$ cat src/rtl/sram_rr_arbiter.sv
// sram_rr_arbiter
// Shares one single-port synchronous SRAM between two requesters (A, B).
// Arbitration is done every cycle: a lone requester always wins, and a
// contested cycle goes to the side named by the priority register, which
// then flips to the loser. At most one access is issued per cycle and read
// data is returned to the winning side exactly one cycle after its grant.
//
// Ports
//   clk_i, rstn_i             clock (rising edge), synchronous active-low reset
//   a_* / b_*                 requester interfaces: valid/ready handshake,
//                             we (1 = write), addr, wdata; rvalid/rdata response
//   cenb_o, wenb_o            SRAM chip / write enables, active low
//   addr_o, d_o               SRAM address and write data
//   q_i                       SRAM read data (1-cycle latency)
module sram_rr_arbiter #(
  parameter  int WIDTH = 32,
  parameter  int SIZE  = 256,
  localparam int AW    = $clog2(SIZE)
) (
  input  logic             clk_i,
  input  logic             rstn_i,
  input  logic             a_valid_i,
  output logic             a_ready_o,
  input  logic             a_we_i,
  input  logic [AW-1:0]    a_addr_i,
  input  logic [WIDTH-1:0] a_wdata_i,
  output logic             a_rvalid_o,
  output logic [WIDTH-1:0] a_rdata_o,
  input  logic             b_valid_i,
  output logic             b_ready_o,
  input  logic             b_we_i,
  input  logic [AW-1:0]    b_addr_i,
  input  logic [WIDTH-1:0] b_wdata_i,
  output logic             b_rvalid_o,
  output logic [WIDTH-1:0] b_rdata_o,
  output logic             cenb_o,
  output logic             wenb_o,
  output logic [AW-1:0]    addr_o,
  output logic [WIDTH-1:0] d_o,
  input  logic [WIDTH-1:0] q_i
);

  typedef enum logic {
    SIDE_A = 1'b0,
    SIDE_B = 1'b1
  } side_e;

  side_e prio;
  logic  rd_pend;
  side_e rd_side;

  logic  gnt_a;
  logic  gnt_b;
  logic  gnt_any;
  logic  gnt_we;
  side_e gnt_side;

  // Grant decision; everything is suppressed while reset is held low.
  always_comb begin
    gnt_a    = 1'b0;
    gnt_b    = 1'b0;
    gnt_any  = 1'b0;
    gnt_we   = 1'b0;
    gnt_side = SIDE_A;
    if (rstn_i) begin
      gnt_a = a_valid_i && (!b_valid_i || (prio == SIDE_A));
      gnt_b = b_valid_i && (!a_valid_i || (prio == SIDE_B));
    end
    gnt_any  = gnt_a || gnt_b;
    gnt_side = gnt_b ? SIDE_B : SIDE_A;
    gnt_we   = gnt_b ? b_we_i : (gnt_a && a_we_i);
  end

  // Memory drive and handshake outputs.
  always_comb begin
    a_ready_o = gnt_a;
    b_ready_o = gnt_b;
    cenb_o    = 1'b1;
    wenb_o    = 1'b1;
    addr_o    = '0;
    d_o       = '0;
    if (gnt_a) begin
      cenb_o = 1'b0;
      wenb_o = ~a_we_i;
      addr_o = a_addr_i;
      d_o    = a_wdata_i;
    end else if (gnt_b) begin
      cenb_o = 1'b0;
      wenb_o = ~b_we_i;
      addr_o = b_addr_i;
      d_o    = b_wdata_i;
    end
  end

  always_ff @(posedge clk_i) begin
    if (!rstn_i) begin
      prio    <= SIDE_A;
      rd_pend <= 1'b0;
      rd_side <= SIDE_A;
    end else begin
      // A read is pending for exactly the cycle after its grant.
      rd_pend <= gnt_any && !gnt_we;
      if (gnt_any) begin
        prio <= (gnt_side == SIDE_A) ? SIDE_B : SIDE_A;
        if (!gnt_we) begin
          rd_side <= gnt_side;
        end
      end
    end
  end

  // Response: rstn_i gating drops a response whose grant preceded reset.
  always_comb begin
    a_rvalid_o = rstn_i && rd_pend && (rd_side == SIDE_A);
    b_rvalid_o = rstn_i && rd_pend && (rd_side == SIDE_B);
    a_rdata_o  = a_rvalid_o ? q_i : '0;
    b_rdata_o  = b_rvalid_o ? q_i : '0;
  end

endmodule
$ cat config.mk
export PLATFORM = sky130hd
export DESIGN_NAME = sram_rr_arbiter
export DESIGN_NICKNAME = d
export VERILOG_FILES = /design/src/rtl/sram_rr_arbiter.sv
export SDC_FILE = /design/constraint.sdc
export NUM_CORES = 1
export LEC_CHECK = 0
export ABC_AREA = 0
export CAP_MARGIN = 30
export CORE_AREA = 2 2 88 90
export DETAILED_ROUTE_END_ITERATION = 8
export DIE_AREA = 0 0 90 92
export GPL_TIMING_DRIVEN = 0
export HOLD_SLACK_MARGIN = 0.05
export PLACE_DENSITY = 0.67
export SLEW_MARGIN = 15
export SYNTH_ARGS = -nofsm -noshare
export SYNTH_HDL_FRONTEND = slang
export SYNTH_SLANG_ARGS = --single-unit
$ cat constraint.sdc
create_clock -name clk_i -period 1.51 [get_ports clk_i]
set_input_delay 0.2265 -clock clk_i [delete_from_list [all_inputs] [get_ports clk_i]]
set_output_delay 0.2265 -clock clk_i [all_outputs]
set_load 0.02 [all_outputs]
# Word level (Yosys, flattened, before mapping)
# Cells that the tools add are included.
# op_classes
bitwise_logic	5
n_mux	15
n_reduce_logical	14
# ops
op	count
$mux W32	4
$mux W8	2
$mux W1	9
$logic_and A1 B1 Y1	7
$not A1 Y1	5
$logic_not A1 Y1	3
$logic_or A1 B1 Y1	3
$reduce_and A2 Y1	1
# totals
elab_cells	37
reg_bits	3
out_inout_bits	110
input_bits	118

# Longest topological paths before layout
# logic_depth
depth_word	8
mapped_depth	5
ltp_nobuf	3

# Worst setup path before layout
# OpenSTA, ideal clock, no wires.
# synth_timing
path_type	reg2out
startpoint	reg prio
endpoint	out wenb_o
path_buffers	2
slack_ns	0.083
arrival_ns	1.200
path_stages_with_launch	6
t_required_ns	1.283
cell_sequence	dfxtp_1 -> nand2_1 -> and3_1 -> buf_6 -> buf_6 -> a22oi_1
# synth_via
elab_chain_cells	5
elab_cells_between_ends	9
cone_classes	mux (4); bitwise (1); reduce/logical (4)
# synth_rtl
item	line_no	rtl
start, declared	48	side_e prio;
start signal, assigned	104	prio <= (gnt_side == SIDE_A) ? SIDE_B : SIDE_A;
$not A1 Y1	66	gnt_a = a_valid_i && (!b_valid_i || (prio == SIDE_A));
$logic_or A1 B1 Y1	66	
$logic_and A1 B1 Y1	66	
$mux W1	65	if (rstn_i) begin
named net a_ready_o	23	output logic a_ready_o,
$mux W1	82	if (gnt_a) begin
end, declared	37	output logic wenb_o,
# The timed path passes the listed nets, and every way through them passes these cells.

# Worst setup path after layout
# layout_timing
startpoint	reg prio
endpoint	out d_o[26]
# layout_via
elab_chain_cells	5
elab_cells_between_ends	9
cone_classes	mux (4); bitwise (1); reduce/logical (4)
# layout_rtl
item	line_no	rtl
$logic_or A1 B1 Y1 / $not A1 Y1 (equally long branches)	67, 66	
$logic_and A1 B1 Y1 / $logic_or A1 B1 Y1 (equally long branches)	67, 66	
$mux W1 / $logic_and A1 B1 Y1 (equally long branches)	65, 66	
$mux W32 / $mux W1 (equally long branches)	87, 65	
$mux W32 (*)	82	
end, declared	39	output logic [WIDTH-1:0] d_o,
# Every way passes the cells marked *; elsewhere a longest branch is shown, timed or not.

==> out/metrics.cfg <==
[outcome]
outcome=finished, violations left
violations=setup timing

[drt]
routed_wirelength_um=7079
route.detailed.drc=0
vias_per_cell=4.237
wl_per_cell_um=14.33
vias=2093
drt_iter0_drc=10
ant_nets=0
drt_first_pass_iters=2

[finish]
diodes=0
final_common_cell=clkdlybuf4s50_1
final_cell_mix=clkdlybuf4s50_1, buf_6, and2_4, a22o_1, buf_4
area.sequential_sq_um=63.81
drive_gt1_share_pct=52.04
fill_cells=722
multi_input_area_sq_um=1002
final_cell_area_sq_um=3923
fin_nets=511
areaGrowthSynthToFinish_pct=268.4

[job]
cap_violations=0

[sta]
max_slew_margin_pct=84.50
setup_viol=80
rsz0062_at_grt=true
finalCritPeriodShare_pct=105.1
whs_ps=355.8
fmax_mhz=630.1
drv_slew=0
tightest_slew_ps=233.4
final.setup_skew_ps=1.105
fin_crit_ps=1587
fin_ws_ps=-77.06
hold_violations=0

[logic_synthesis]
yosys_warnings=0
syn_inst=140
synth_cell_type_count=18
syn-num-nets=258
synth_area_per_cell_sq_um=7.606
synth.yosys.seq_area_share_pct=5.640
synth-seq-cells=3
synth_area_sq_um=1065

[global_route]
gr-usage-met1_pct=14.52
gr-usage-met3_pct=4.848
globalRouteOverflowTotal=0
grt_max_degree=11
grt_usage_pct=14.39
grt_pass1_wl_um=9818
grt-busiest-layer=met2
grt_pass1_vias=2030
antenna_found_initial=0
grt_use_met2_pct=28.38

[worst_setup_path]
slowest_stage=dfxtp_2
ff2ff_setup_slack_ps=430
end_kind=output pin
worstSetupPathType=reg2out
path_max_fanout=10
cp.arrival_ps=1360
slowest_delay_ps=350
critPathLaunchType=flop
path_buf_inv=4
critPathRequiredTime_ps=1280
crit_chain=inv_2 -> a21oi_4 -> buf_6 -> buf_8 -> a22o_1 -> buf_2
critical_path.top_delay_family=buffers and inverters

[placement]
postPlaceCellArea_sq_um=3465
hpwlAfterDp_um=5572
globalplace.congestion=0.7227
port_buffers=227

[clock_network]
cts_made_buffers=3
root_buffer=clkbuf_8
cts_max_path_buffers=2
clk_latency_ps=220
h-tree-depth=1
cts_sinks=3
path_clk_slew_ps=30
cts_tree=done

[power_and_ir_drop]
finalPower_w=0.001311
power_density_nw_per_um2=334.3
p_leak_nw=1.834
peakVddDrop_v=0.0002429

[floorplan]
core_area_sq_um=7447
die_area_sq_um=8280
core.rowCount=32
die_w_um=90
io_pins=228
start_util_pct=14.30
die_h_um=92

[worst_hold_path]
min_path_type=in2reg

logic make-up (layout without fill, tap and decap cells):
logic type	Yosys count	count (layout)	synth area share (%)
flops	3	3	5.641
buf+inv	16	268	12.69
compound gates	46	46	37.84
simple gates	75	75	43.83
registers in the layout, indices dropped and copies added (netlist names):
name / count
prio: 1
rd_pend: 1
rd_side: 1
routing by layer:
metal | vias up | wire length, um
li1 | 1006 | -
met1 | 939 | 2518
met2 | 142 | 3831
met3 | 6 | 631
met4 | 0 | 97
met5 | - | 0
report_power, final:
part / internal [W] / switching, W / total [W]
clock network: 0.000181 / 0.0000591 / 0.000240
registers: 0.0000871 / 0.00000588 / 0.0000930
logic: 0.000608 / 0.000371 / 0.000978
total: 0.000876 / 0.000436 / 0.00131
synth_stat cells (all sizes together):
master / number / area [sq um]
a21oi: 1 / 16.27
a22o: 40 / 352.8
a22oi: 1 / 7.510
a311o: 1 / 11.26
and2: 65 / 406.6
and3: 2 / 12.51
and4b: 1 / 11.26
buf: 11 / 111.4
clkbuf: 4 / 20.02
dfxtp: 3 / 60.06
inv: 1 / 3.750
nand2: 4 / 17.52
nand2b: 2 / 12.51
nor2: 1 / 6.260
o21ai: 3 / 15.01
stage by stage:
step / setup slack, ps / util (%) / cells / setup TNS (ps)
floorplan: 83.21 / - / 140 / 0
global placement: -993.1 / 46.52 / 469 / -98970
detailed placement: -995.0 / 46.52 / 469 / -97920
CTS: -164.1 / 45.43 / 489 / -7370
global route: -136.7 / 52.67 / 494 / -7607
finish: -77.06 / 52.67 / 494 / -2725
layout make-up:
cell class | count | share of cell area (%)
timing repair buffer | 254 | 65.20
multi-input combinational | 121 | 25.55
tap | 102 | 3.254
buffer | 9 | 3.126
sequential | 3 | 1.627
clock buffer | 4 | 1.148
inverter | 1 | 0.09569
final timing paths:
check / startpoint / to / cells past startpoint
hold / removal: rstn_i / prio / 2
hold reg to reg: rd_side / rd_side / 2
setup / recovery: prio / d_o[26] / 6
setup reg to reg: prio / rd_side / 4
repair_timing:
item	CTS	global route
setup endpoints to repair	110	97
cloned	2	6
setup buffers	14	8
hold buffers	0	0
resized for setup	530	183
pin swaps	11	25
No activity file was read; power rests on OpenSTA's default activity.
